File: config.mk
export PLATFORM = sky130hd
export DESIGN_NAME = tanh_lane_scheduler
export DESIGN_NICKNAME = d
export VERILOG_FILES = /design/src/rtl/tanh_sched_pkg.sv /design/src/rtl/tanh_resp_fifo.sv /design/src/rtl/tanh_lane_scheduler.sv
export SDC_FILE = /design/constraint.sdc
export NUM_CORES = 1
export LEC_CHECK = 0
export BUFFER_PORTS_ARGS = -buffer_cell sky130_fd_sc_hd__buf_2
export CORE_ASPECT_RATIO = 0.75
export CORE_MARGIN = 4
export CORE_UTILIZATION = 55
export CTS_CLUSTER_DIAMETER = 60
export DETAILED_ROUTE_END_ITERATION = 12
export MAX_ROUTING_LAYER = met4
export PLACE_DENSITY = 0.77
export SETUP_SLACK_MARGIN = 0.05
export SYNTH_ARGS = -nofsm -noshare
export SYNTH_HDL_FRONTEND = slang
export SYNTH_SLANG_ARGS = --single-unit
export TNS_END_PERCENT = 100
File: constraint.sdc
create_clock -name clk -period 12.4 [get_ports clk]
set_input_delay 0.62 -clock clk [delete_from_list [all_inputs] [get_ports clk]]
set_output_delay 0.62 -clock clk [all_outputs]
set_load 0.02 [all_outputs]
File: src/rtl/tanh_sched_pkg.sv
// tanh_sched_pkg
// Shared constants and types for the tanh lane scheduler.
//   DATA_W / FRAC_W : Q5.11 operand format
//   UNIT_LAT        : fixed pipeline depth of the shared tanh unit
//   lane_tag_t      : owner record for one issue slot (both lanes)
//   SAT_HI / SAT_LO : saturated tanh outputs produced by the unit
package tanh_sched_pkg;

  localparam int DATA_W   = 16;
  localparam int FRAC_W   = 11;
  localparam int UNIT_LAT = 3;

  // Wide enough for the largest supported requester count (8).
  localparam int ID_W = 3;

  localparam logic signed [DATA_W-1:0] SAT_HI = 16'sd2038;
  localparam logic signed [DATA_W-1:0] SAT_LO = -16'sd2038;

  typedef struct packed {
    logic            v0;
    logic [ID_W-1:0] id0;
    logic            v1;
    logic [ID_W-1:0] id1;
  } lane_tag_t;

  function automatic logic tag_any(input lane_tag_t t);
    return t.v0 | t.v1;
  endfunction

endpackage

File: src/rtl/tanh_resp_fifo.sv
// tanh_resp_fifo
// Per-requester result FIFO. Upstream credits guarantee a write never
// meets a full FIFO; the full guard only protects the pointers.
//   clk, rst_n : clock, async active-low reset (empties the FIFO)
//   wr_en      : push wr_data
//   rd_en      : pop the head (ignored when empty)
//   rd_data    : head entry, forced to 0 while empty
//   empty      : no entries stored
module tanh_resp_fifo
  import tanh_sched_pkg::*;
#(
  parameter int DEPTH = 4,
  parameter int W     = DATA_W
) (
  input  logic         clk,
  input  logic         rst_n,
  input  logic         wr_en,
  input  logic [W-1:0] wr_data,
  input  logic         rd_en,
  output logic [W-1:0] rd_data,
  output logic         empty
);

  localparam int AW = $clog2(DEPTH);
  localparam logic [AW:0] PTR_ONE = (AW+1)'(1);

  logic [W-1:0] mem [DEPTH];
  logic [AW:0]  wr_ptr;
  logic [AW:0]  rd_ptr;
  logic         full;
  logic         do_wr;
  logic         do_rd;

  // Extra pointer MSB distinguishes full from empty.
  assign empty = (wr_ptr == rd_ptr);
  assign full  = (wr_ptr[AW] != rd_ptr[AW]) && (wr_ptr[AW-1:0] == rd_ptr[AW-1:0]);
  assign do_wr = wr_en & ~full;
  assign do_rd = rd_en & ~empty;

  always_ff @(posedge clk or negedge rst_n) begin
    if (!rst_n) begin
      wr_ptr <= '0;
      rd_ptr <= '0;
    end else begin
      if (do_wr) wr_ptr <= wr_ptr + PTR_ONE;
      if (do_rd) rd_ptr <= rd_ptr + PTR_ONE;
    end
  end

  always_ff @(posedge clk) begin
    if (do_wr) mem[wr_ptr[AW-1:0]] <= wr_data;
  end

  assign rd_data = empty ? '0 : mem[rd_ptr[AW-1:0]];

endmodule

File: src/rtl/tanh_lane_scheduler.sv
// tanh_lane_scheduler
// Shares one 2-lane tanh unit between NREQ requesters. Up to two operands
// are granted per cycle (round-robin), issued to the unit lanes, tracked by
// an owner tag through the unit latency and retired into per-requester
// response FIFOs.
//   clk, rst_n          : clock, async active-low reset
//   req_valid/ready/x   : per-requester operand stream (16 bits each)
//   resp_valid/ready/y  : per-requester result stream (FIFO head)
//   u_x0, u_x1, u_valid : registered unit lane inputs
//   u_y0, u_y1, u_valid_out : unit lane outputs
//   err                 : sticky unit/tag disagreement
module tanh_lane_scheduler
  import tanh_sched_pkg::*;
#(
  parameter int NREQ       = 4,
  parameter int RESP_DEPTH = 4
) (
  input  logic                     clk,
  input  logic                     rst_n,
  input  logic [NREQ-1:0]          req_valid,
  output logic [NREQ-1:0]          req_ready,
  input  logic [DATA_W*NREQ-1:0]   req_x,
  output logic [NREQ-1:0]          resp_valid,
  input  logic [NREQ-1:0]          resp_ready,
  output logic [DATA_W*NREQ-1:0]   resp_y,
  output logic [DATA_W-1:0]        u_x0,
  output logic [DATA_W-1:0]        u_x1,
  output logic                     u_valid,
  input  logic [DATA_W-1:0]        u_y0,
  input  logic [DATA_W-1:0]        u_y1,
  input  logic                     u_valid_out,
  output logic                     err
);

  localparam int CRED_W = $clog2(RESP_DEPTH + 1);
  localparam int IDX_W  = (NREQ > 1) ? $clog2(NREQ) : 1;
  localparam logic [CRED_W-1:0] CRED_ONE  = CRED_W'(1);
  localparam logic [CRED_W-1:0] CRED_FULL = CRED_W'(RESP_DEPTH);
  localparam logic [IDX_W-1:0]  IDX_ONE   = IDX_W'(1);
  localparam logic [IDX_W-1:0]  IDX_LAST  = IDX_W'(NREQ - 1);

  // Holds grants off for the first cycle out of reset so req_ready reads 0
  // while rst_n is low even if requesters already assert req_valid.
  logic active;

  logic [NREQ-1:0]  eligible;
  logic [NREQ-1:0]  grant;
  logic [IDX_W-1:0] rr;
  logic [IDX_W-1:0] rr_next;
  logic             g0_hit;
  logic             g1_hit;
  logic [IDX_W-1:0] g0_id;
  logic [IDX_W-1:0] g1_id;
  logic [IDX_W-1:0] last_id;

  lane_tag_t issue_tag;
  lane_tag_t tag_pipe [UNIT_LAT];
  lane_tag_t tail_tag;
  logic      tail_any;
  logic      armed;

  logic [NREQ-1:0]   fifo_wr;
  logic [DATA_W-1:0] fifo_wdata [NREQ];
  logic [NREQ-1:0]   fifo_empty;
  logic [NREQ-1:0]   pop;

  always_ff @(posedge clk or negedge rst_n) begin
    if (!rst_n) active <= 1'b0;
    else        active <= 1'b1;
  end

  // Round-robin: lane 0 takes the first eligible requester at or after rr,
  // lane 1 the next distinct eligible one.
  always_comb begin
    g0_hit  = 1'b0;
    g1_hit  = 1'b0;
    g0_id   = '0;
    g1_id   = '0;
    grant   = '0;
    last_id = '0;
    rr_next = rr;
    for (int k = 0; k < NREQ; k++) begin
      int idx;
      idx = int'(rr) + k;
      if (idx >= NREQ) idx = idx - NREQ;
      if (eligible[idx]) begin
        if (!g0_hit) begin
          g0_hit = 1'b1;
          g0_id  = IDX_W'(idx);
        end else if (!g1_hit) begin
          g1_hit = 1'b1;
          g1_id  = IDX_W'(idx);
        end
      end
    end
    if (g0_hit) grant[g0_id] = 1'b1;
    if (g1_hit) grant[g1_id] = 1'b1;
    last_id = g1_hit ? g1_id : g0_id;
    if (g0_hit) rr_next = (last_id == IDX_LAST) ? '0 : last_id + IDX_ONE;
  end

  assign req_ready = grant;

  always_ff @(posedge clk or negedge rst_n) begin
    if (!rst_n) rr <= '0;
    else        rr <= rr_next;
  end

  // Issue: the issue_tag register travels alongside u_x/u_valid, so after
  // UNIT_LAT further stages the tail lines up with the unit's output.
  always_ff @(posedge clk or negedge rst_n) begin
    if (!rst_n) begin
      u_x0      <= '0;
      u_x1      <= '0;
      u_valid   <= 1'b0;
      issue_tag <= '0;
    end else begin
      u_x0          <= g0_hit ? req_x[int'(g0_id)*DATA_W +: DATA_W] : '0;
      u_x1          <= g1_hit ? req_x[int'(g1_id)*DATA_W +: DATA_W] : '0;
      u_valid       <= g0_hit;
      issue_tag.v0  <= g0_hit;
      issue_tag.id0 <= ID_W'(g0_id);
      issue_tag.v1  <= g1_hit;
      issue_tag.id1 <= ID_W'(g1_id);
    end
  end

  always_ff @(posedge clk or negedge rst_n) begin
    if (!rst_n) begin
      for (int s = 0; s < UNIT_LAT; s++) tag_pipe[s] <= '0;
    end else begin
      tag_pipe[0] <= issue_tag;
      for (int s = 1; s < UNIT_LAT; s++) tag_pipe[s] <= tag_pipe[s-1];
    end
  end

  assign tail_tag = tag_pipe[UNIT_LAT-1];
  assign tail_any = tag_any(tail_tag);

  // After reset the unit may still flush results issued before reset; they
  // are ignored until the first valid tag reaches the tail.
  always_ff @(posedge clk or negedge rst_n) begin
    if (!rst_n) begin
      armed <= 1'b0;
      err   <= 1'b0;
    end else begin
      if (tail_any) armed <= 1'b1;
      if ((armed || tail_any) && (u_valid_out != tail_any)) err <= 1'b1;
    end
  end

  for (genvar i = 0; i < NREQ; i++) begin : g_req
    logic              hit0;
    logic              hit1;
    logic [CRED_W-1:0] credit;

    assign hit0          = tail_tag.v0 && (tail_tag.id0 == ID_W'(i));
    assign hit1          = tail_tag.v1 && (tail_tag.id1 == ID_W'(i));
    assign fifo_wr[i]    = hit0 | hit1;
    assign fifo_wdata[i] = hit0 ? u_y0 : u_y1;
    assign pop[i]        = resp_valid[i] & resp_ready[i];
    assign resp_valid[i] = ~fifo_empty[i];
    assign eligible[i]   = active & req_valid[i] & (credit != '0);

    always_ff @(posedge clk or negedge rst_n) begin
      if (!rst_n) begin
        credit <= CRED_FULL;
      end else begin
        case ({grant[i], pop[i]})
          2'b10:   credit <= credit - CRED_ONE;
          2'b01:   credit <= credit + CRED_ONE;
          default: credit <= credit;
        endcase
      end
    end

    tanh_resp_fifo #(
      .DEPTH (RESP_DEPTH),
      .W     (DATA_W)
    ) u_fifo (
      .clk     (clk),
      .rst_n   (rst_n),
      .wr_en   (fifo_wr[i]),
      .wr_data (fifo_wdata[i]),
      .rd_en   (pop[i]),
      .rd_data (resp_y[i*DATA_W +: DATA_W]),
      .empty   (fifo_empty[i])
    );
  end

endmodule

==> results.toml, run 1 <==
[outcome]
status = "finished clean"

[floorplanning]
floorplan.io_pins = 213
die_h_um = 154
start_util = 0.559
row_count = 53
design.core.area_mm2 = 0.0281
fp.dieArea_mm2 = 0.0313
die_width_um = 203

[yosys]
synth_cell_type_count = 56
yosysWarnings = 0
syn_inst = 940
synth_edf_count = 256
yosys-top-cells-area = "edfxtp_1 (49%), dfrtp_1 (15%), mux4_2 (12%)"
ys_ff_latch = 353
synth_ff_type = "edfxtp_1"
netlist_area_mm2 = 0.0157
avgSynthCellArea_um2 = 16.7
yosys.area.top_type_share = 0.490
synth-seq-area-share = 0.645
synth_top_cell_by_area = "edfxtp_1"
synth_nets = 1077
ys_async_sr_fraction = 0.275

[route]
drt_iter0_drc = 963
viasPerCell = 5.84
drc_errors = 0
dr.pass1.iters = 5
routed_wl_um = 35600
postRouteAntennaNets = 0
wl_per_cell_um = 22.7
vias = 9155

[setup_path]
worstPathArrival_ns = 3.80
max_stage_delay_ns = 0.55
path_max_fanout = 39
critPathKind = "reg2out"
required_ns = 11.78
cp_cell_sequence = "o311a_1, o211ai_1, o21ai_0, ha_1, a22oi_1, o22ai_1, a221oi_1, o31ai_4, buf_4, a32oi_1, inv_1, buf_2"
start_kind = "flip-flop"
end_kind = "primary output"
crit_slowest_cell = "o311a_1"

[power]
power_density_mw_per_mm2 = 264
internal-power_mw = 3.04
p_sw_mw = 1.79
total_power_mw = 4.83
netSwitchingFraction = 0.370
peakVddDrop_mv = 0.221
seqPwrFrac = 0.363
combPwrFrac = 0.423
p_leak_nw = 6.96
clkPwrFrac = 0.214

[timing]
setup_slack_ns = 7.98
grt_setup_unrepaired = "false"
hold_slack_ns = 0.00720
finalHoldViolCount = 0
worstMarginPinSlew_ns = 1.12
slew_headroom = 0.254
setup_tns_ns = 0
skew_ns = 0.0143
period_minus_slack_ns = 4.42
finalSetupViolations = 0
slew_violations = 0
min_period_over_period = 0.357
fmax_mhz = 226

[cts]
post_cts_buffers = 0
clk_pin_slew_ns = 0.06
ctsResizeCount = 0
cts_tree = "done"
cts_max_level = 2
cts_hold_buf = 0
numClockSinks = 353
cts_buffer_depth = 3
worst_skew_pair.late_latency_ns = 0.51
clock-root-buffer = "clkbuf_16"
numCtsBuffers = 35

[cells_and_area]
drive_gt1_frac = 0.380
layout_commonest_cell = "edfxtp_1"
area_growth_pct = 16.7
fin_nets = 1291
fin_area_mm2 = 0.0183
final_cells = 1568
layout_common_cells = "edfxtp_1 (256), buf_2 (211), dfrtp_1 (93), mux4_2 (81), mux2_2 (73)"
fillCellCount = 1988
utilization = 0.652

[place]
detailed_place.area_mm2 = 0.0172
post-place-ws_ns = 8.04
place_congestion = 0.874
hpwl_um = 24300
place_inst = 1502
port_buffers = 212

[grt]
grt_usage = 0.234
antenna_found_initial = 3
grt_pass1_wl_um = 55100
grt_pass1_vias = 9358
gr-total-overflow = 0
grt_max_degree = 75

[flow_run]
max_cap_violations = 0

[min_path]
min_path_type = "in2async"
-- cell type report --
cell class / instances / area (um2) / area share
sequential: 353 / 10100 / 0.553
multi-input combinational: 512 / 5290 / 0.289
timing repair buffer: 226 / 1170 / 0.0639
clock buffer: 50 / 995 / 0.0544
tap: 385 / 482 / 0.0263
clock inverter: 13 / 126 / 0.00691
inverter: 26 / 97.6 / 0.00534
antenna: 3 / 7.51 / 0.000410
-- power groups by stage --
stage	clock (mW)	sequential [mW]	combinational, mW
2_1_floorplan	0	1.73	1.46
3_3_place_gp	0	1.77	2.02
3_5_place_dp	0	1.77	2.06
4_1_cts	1.05	1.76	2.07
5_1_grt	1.11	1.78	2.22
6_report	1.03	1.75	2.05
-- worst max-delay path, delay by kind of cell, from the launching register on --
kind / cells / cell delay, ns
buffers and inverters: 3 / 0.55
AO/OA/AOI/OAI: 8 / 2.03
flip-flops: 1 / 0.43
adder cells (fa/ha/maj): 1 / 0.27
-- path summary, 6_finish.rpt --
kind | from | slack [ns] | endpoint | depth (start not counted)
max | g_req[2].credit[0] | 7.98 | req_ready[1] | 12
min | rst_n | 0.007 | u_x0[1] | 1
max reg2reg | g_req[2].credit[0] | 8.17 | g_req[1].credit[2] | 16
min reg2reg | issue_tag[5] | 0.35 | tag_pipe[21] | 0
max in group asynchronous | rst_n | 11.14 | g_req[2].u_fifo.rd_ptr[0] | 2
min in group clk | issue_tag[5] | 0.35 | tag_pipe[21] | 0
-- sequential cells by signal, summed over array words and instances (netlist names) --
name / cells
armed: 1
g_req.u_fifo.rd_ptr: 12
issue_tag: 6
err: 1
g_req.u_fifo.mem: 256
u_x0: 16
active: 1
tag_pipe: 18
g_req.u_fifo.wr_ptr: 12
g_req.credit: 12
rr: 2
u_x1: 16
-- synth_stat cells (4+ instances only) --
cell	count
a21oi_1	12
nand3b_1	4
fa_1	4
nand2_1	32
ha_1	26
nor3_1	5
nor2_1	17
edfxtp_1	256
and2_1	40
xnor2_1	13
dfrtp_1	93
o311a_1	4
a311oi_1	10
dfstp_2	4
mux2i_1	16
o21ai_0	6
inv_1	21
o211ai_1	5
xor2_1	28
buf_1	10
o22ai_1	11
clkbuf_1	33
nor2b_1	68
a22oi_1	6
nand3_1	6
inv_2	5
mux4_2	81
mux2_2	73
a211oi_1	10
-- per-layer routing --
layer / track usage / up-vias / routed length, um
met5: - / - / 0
met4: 0.0582 / 0 / 738
met3: 0.0375 / 51 / 2130
met2: 0.356 / 332 / 17100
met1: 0.340 / 4725 / 15600
li1: - / 4047 / -
-- cell families (layout without fill, tap and decap cells) --
group,count (synthesis),after routing,share of synthesized area
AOI/OAI and AO/OA,83,83,0.0394
xor gates and xnor gates,41,41,0.0229
adders and majority gates,31,31,0.0265
buffers and inverters,75,315,0.0194
DFF,353,353,0.645
muxes,171,171,0.180
other,1,4,0.000239
and+or+nand+nor,185,185,0.0662
(Power assumes the default switching activity.)
==> run 2, diff against run 1 <==
--- a/config.mk
+++ b/config.mk
@@ -8,11 +8,11 @@
 export BUFFER_PORTS_ARGS = -buffer_cell sky130_fd_sc_hd__buf_2
 export CORE_ASPECT_RATIO = 0.75
 export CORE_MARGIN = 4
-export CORE_UTILIZATION = 55
+export CORE_UTILIZATION = 52
 export CTS_CLUSTER_DIAMETER = 60
 export DETAILED_ROUTE_END_ITERATION = 12
 export MAX_ROUTING_LAYER = met4
-export PLACE_DENSITY = 0.77
+export PLACE_DENSITY = 0.76
 export SETUP_SLACK_MARGIN = 0.05
 export SYNTH_ARGS = -nofsm -noshare
 export SYNTH_HDL_FRONTEND = slang
==> constraint.sdc (replaced) <==
create_clock -name clk -period 3.9 [get_ports clk]
set_input_delay 0.195 -clock clk [delete_from_list [all_inputs] [get_ports clk]]
set_output_delay 0.195 -clock clk [all_outputs]
set_load 0.02 [all_outputs]
==> results.toml, run 2 (synthesized netlist as in run 1, its figures left out) <==
[cts]
cts_buffer_depth = 3
clk_pin_slew_ns = 0.06
worst_skew_pair.late_latency_ns = 0.53
numClockSinks = 353
cts_max_level = 2
cts_tree = "done"
numCtsBuffers = 35
clock-root-buffer = "clkbuf_16"

[power]
p_sw_mw = 5.84
p_leak_nw = 7.28
total_power_mw = 15.6
netSwitchingFraction = 0.375
power_density_mw_per_mm2 = 823
internal-power_mw = 9.74
seqPwrFrac = 0.346
peakVddDrop_mv = 0.508
combPwrFrac = 0.448
clkPwrFrac = 0.206

[timing]
skew_ns = 0.0145
setup_tns_ns = 0
finalHoldViolCount = 0
grt_setup_unrepaired = "false"
slew_headroom = 0.354
finalSetupViolations = 0
period_minus_slack_ns = 3.61
fmax_mhz = 277
worstMarginPinSlew_ns = 0.969
slew_violations = 0
hold_slack_ns = 0.0123
min_period_over_period = 0.925

[setup_path]
path_max_fanout = 35
critPathKind = "reg2reg"
required_ns = 4.28
start_kind = "flip-flop"
end_kind = "flip-flop"
worstPathArrival_ns = 3.99

[grt]
gr-total-overflow = 0
antenna_found_initial = 1
grt_max_degree = 76
grt_pass1_wl_um = 57200
grt_pass1_vias = 9851
grt_usage = 0.230

[place]
detailed_place.area_mm2 = 0.0174
port_buffers = 212
place_congestion = 0.873
place_inst = 1537
hpwl_um = 24300

[cells_and_area]
area_growth_pct = 20.8
ff_latch_area_mm2 = 0.0101
fin_nets = 1361
layout_common_cells = "edfxtp_1 (256), buf_2 (211), dfrtp_1 (92), mux4_2 (81), mux2_2 (73)"
final_cells = 1643
fin_area_mm2 = 0.0189
fillCellCount = 2104
multi_input_area_mm2 = 0.00533
layout_commonest_cell = "edfxtp_1"
diodes = 0
largest_reg_flops = 256
drive_gt1_frac = 0.388

[min_path]
min_path_type = "in2reg"

[floorplanning]
design.core.area_mm2 = 0.0294
die_h_um = 158
row_count = 54
start_util = 0.533
die_width_um = 209
floorplan.io_pins = 213
fp.dieArea_mm2 = 0.0330

[outcome]
status = "finished clean"

[route]
drc_errors = 0
postRouteAntennaNets = 0
routed_wl_um = 36600
vias = 9576
drt_iter0_drc = 853
viasPerCell = 5.83
dr.pass1.iters = 5
wl_per_cell_um = 22.3

[flow_run]
max_cap_violations = 0
[run 2: cell types whose count changed in the layout (fill, tap and decap cells not counted), moves of 2 or more]
cell,delta
buf_4,+28
dlygate4sd3_1,+42
o311ai_1,-2
o311ai_2,+2
diode_2,-3
clkinv_1,+6
clkbuf_1,-8
clkinvlp_4,+2
[run 2: final cells by class]
cell class                      count  share of cell area
Clock inverter                     23             0.00826
Sequential cell                   353               0.535
Multi-Input combinational cell    512               0.282
Timing Repair Buffer              296              0.0950
Clock buffer                       41              0.0496
Tap cell                          392              0.0259
Inverter                           26             0.00515
[run 2: worst max-delay path, stage by stage, from the launching register on]
cell,delay (ns)
dfstp_2,0.56
o311ai_2,0.10
nor2_1,0.14
a21oi_1,0.06
o21ai_1,0.20
ha_1,0.27
a311oi_1,0.08
o31ai_1,0.11
o41ai_1,0.16
o31ai_4,0.36
buf_4,0.51
mux2i_1,0.26
dlygate4sd3_1,0.58
o22ai_1,0.10
[run 2: layer usage]
metal,part of all wire,global-route usage
met4,0.022,0.0591
met2,0.48,0.363
met5,0,-
met3,0.062,0.0343
met1,0.43,0.321
[run 2: what timing repair did]
item	in CTS	in global routing
gates resized for setup	0	7
endpoints found under the setup margin	0	24
endpoints found under the hold margin	86	0
hold buffers	42	0
buffers inserted	0	0
[run 2: power by group through the flow]
stage          Sequential (mW)  Combinational, mW  Clock (mW)
6_report                  5.39               6.97        3.21
5_1_grt                   5.48               7.53        3.45
4_1_cts                   5.39               7.03        3.28
3_5_place_dp              5.46               6.89           0
3_3_place_gp              5.41               6.76           0
2_1_floorplan             5.49               4.66           0
[run 2: path summary, 6_finish.rpt]
path,from,endpoint,slack (ns),cells after the start
max in group asynchronous,rst_n,g_req[3].u_fifo.wr_ptr[1],2.63,3
min in group asynchronous,rst_n,u_x0[1],0.37,2
min reg2reg,tag_pipe[17],tag_pipe[9],0.35,0
max,g_req[0].credit[2],u_x1[3],0.29,13
min,req_x[14],u_x1[14],0.01,3
max reg2reg,g_req[0].credit[2],u_x1[3],0.29,13
[run 2: through the flow]
step / util / setup slack (ns)
floorplan: - / 0.0791
global placement: 0.592 / 0.294
detailed placement: 0.592 / 0.189
CTS: 0.643 / 0.154
global route: 0.644 / 0.0672
finish: 0.644 / 0.294
==> run 3, diff against run 2 <==
--- a/config.mk
+++ b/config.mk
@@ -11,7 +11,7 @@
 export CORE_UTILIZATION = 52
 export CTS_CLUSTER_DIAMETER = 60
 export DETAILED_ROUTE_END_ITERATION = 12
-export MAX_ROUTING_LAYER = met4
+export GPL_TIMING_DRIVEN = 0
 export PLACE_DENSITY = 0.76
 export SETUP_SLACK_MARGIN = 0.05
 export SYNTH_ARGS = -nofsm -noshare
==> constraint.sdc (replaced) <==
create_clock -name clk -period 2.9 [get_ports clk]
set_input_delay 0.145 -clock clk [delete_from_list [all_inputs] [get_ports clk]]
set_output_delay 0.145 -clock clk [all_outputs]
set_load 0.02 [all_outputs]
==> results.toml, run 3 (synthesized netlist as in run 1, its figures left out) <==
[setup_path]
cp_cell_sequence = "o311ai_4, clkbuf_8, nor2_4, a21oi_2, o21ai_2, buf_4, ha_4, mux2_4, a311o_1, nor2b_4, buf_12, buf_4, o22a_4, ha_4, inv_2, fa_2, mux2_4"
regToRegEndpoint = "g_req[2].credit[1]"
crit_buf_inv = 5
worstPathArrival_ns = 4.22
max_stage_delay_ns = 0.45
reg2reg_from = "g_req[0].credit[1]"
crit_slowest_cell = "dfrtp_2"
crit_family = "compound AO/OA/AOI/OAI gates"
regToRegSetupSlack_ns = -0.91
end_kind = "flip-flop"
path_max_fanout = 5
start_kind = "flip-flop"
required_ns = 3.31
reg2reg_depth = 17
critPathKind = "reg2reg"

[outcome]
status = "finished, violations left"
violations = "setup timing"

[power]
total_power_mw = 23.1
peakVddDrop_mv = 0.729
power_density_mw_per_mm2 = 1150
p_leak_nw = 7.73

[cells_and_area]
fillCellCount = 1906
multi_input_area_mm2 = 0.00578
ff_latch_area_mm2 = 0.0101
layout_commonest_cell = "edfxtp_1"
drive_gt1_frac = 0.470
area_growth_pct = 28.4
fin_nets = 1427
largest_reg_flops = 256
layout_common_cells = "edfxtp_1 (256), buf_2 (215), dfrtp_1 (85), mux4_2 (81), mux2_2 (70)"

[timing]
slew_violations = 0
period_minus_slack_ns = 3.81
finalSetupViolations = 48
min_period_over_period = 1.31
setup_slack_ns = -0.912
finalHoldViolCount = 0
hold_slack_ns = 0.0160
fmax_mhz = 262
grt_setup_unrepaired = "true"
setup_tns_ns = -20.92
worstMarginPinSlew_ns = 0.723
skew_ns = 0.0237
slew_headroom = 0.518

[route]
vias = 10100
drc_errors = 0
wl_per_cell_um = 23.7
dr.pass1.iters = 4
routed_wl_um = 40600
postRouteAntennaNets = 0
drt_iter0_drc = 839
viasPerCell = 5.87

[cts]
cts_tree = "done"
numClockSinks = 353
cts_max_level = 2
numCtsBuffers = 37
clk_pin_slew_ns = 0.06
worst_skew_pair.late_latency_ns = 0.53
cts_buffer_depth = 3
clock-root-buffer = "clkbuf_16"

[floorplanning]
start_util = 0.533
fp.dieArea_mm2 = 0.0330
floorplan.io_pins = 213
die_h_um = 158
die_width_um = 209
design.core.area_mm2 = 0.0294
row_count = 54

[place]
hpwl_um = 25900
place_congestion = 0.902
port_buffers = 212

[grt]
grt_max_degree = 72
global_route.usage.met2 = 0.383
use_met1 = 0.343
grt_use_met3 = 0.0402
grt_pass1_vias = 10300
antenna_found_initial = 1
busiest_layer = "met2"
grt_pass1_wl_um = 60200
grt_usage = 0.237
gr-total-overflow = 0

[min_path]
min_path_type = "in2reg"
min_path_cells = 3
hold_start = "req_x[45]"
whs_endpoint = "u_x1[13]"

[flow_run]
max_cap_violations = 0
-- run 3: timing repair --
item                       4_1_cts  5_1_grt
gates resized for setup        115       76
cloned                           0        2
hold endpoints to repair        43        0
setup endpoints to repair      385      293
hold buffers                    49        0
setup buffers                   37       12
pin swaps                       27       20
-- run 3: cell type report --
type	count	share of cell area
timing repair buffer	311	0.104
multi-input combinational	512	0.287
buffer	49	0.0180
sequential	353	0.503
tap	392	0.0244
clock buffer	52	0.0513
inverter	26	0.00485
clock inverter	16	0.00752
antenna	1	0.000124
-- run 3: how the worst max path moves through the flow --
stage | to | depth (start not counted) | from
3_3_place_gp | g_req[3].credit[1] | 16 | rr[0]
2_1_floorplan | g_req[3].credit[2] | 17 | g_req[3].credit[0]
4_1_cts | g_req[1].credit[2] | 18 | g_req[2].credit[1]
3_5_place_dp | g_req[2].credit[2] | 17 | rr[0]
6_report | g_req[2].credit[1] | 17 | g_req[0].credit[1]
5_1_grt | g_req[3].credit[2] | 17 | g_req[0].credit[2]
-- run 3: layer usage --
| metal | wire length [um] | part of all wire |
|---|---|---|
| met5 | 0 | 0 |
| met4 | 1070 | 0.026 |
| met3 | 2960 | 0.073 |
| met2 | 19600 | 0.48 |
| met1 | 17000 | 0.42 |
-- run 3: metrics by stage --
| stage | instances | setup WS (ns) | utilization | cell area (um2) |
|---|---|---|---|---|
| 2_1_floorplan | 940 | -0.671 | - | 15800 |
| 3_3_place_gp | 1544 | -1.21 | 0.591 | 17400 |
| 3_5_place_dp | 1545 | -1.27 | 0.593 | 17400 |
| 4_1_cts | 1699 | -0.821 | 0.673 | 19800 |
| 5_1_grt | 1712 | -1.06 | 0.685 | 20100 |
| 6_report | 1712 | -0.912 | 0.685 | 20100 |
-- run 3: where the power goes --
group	internal (mW)	switching, mW
sequential	6.76	0.491
clock	2.62	1.99
combinational	5.05	6.16
-- run 3: tightest hold or removal path: cells and delay by family --
kind,cells,cell delay (ns)
buffers and inverters,1,0.11
AO/OA/AOI/OAI,2,0.23
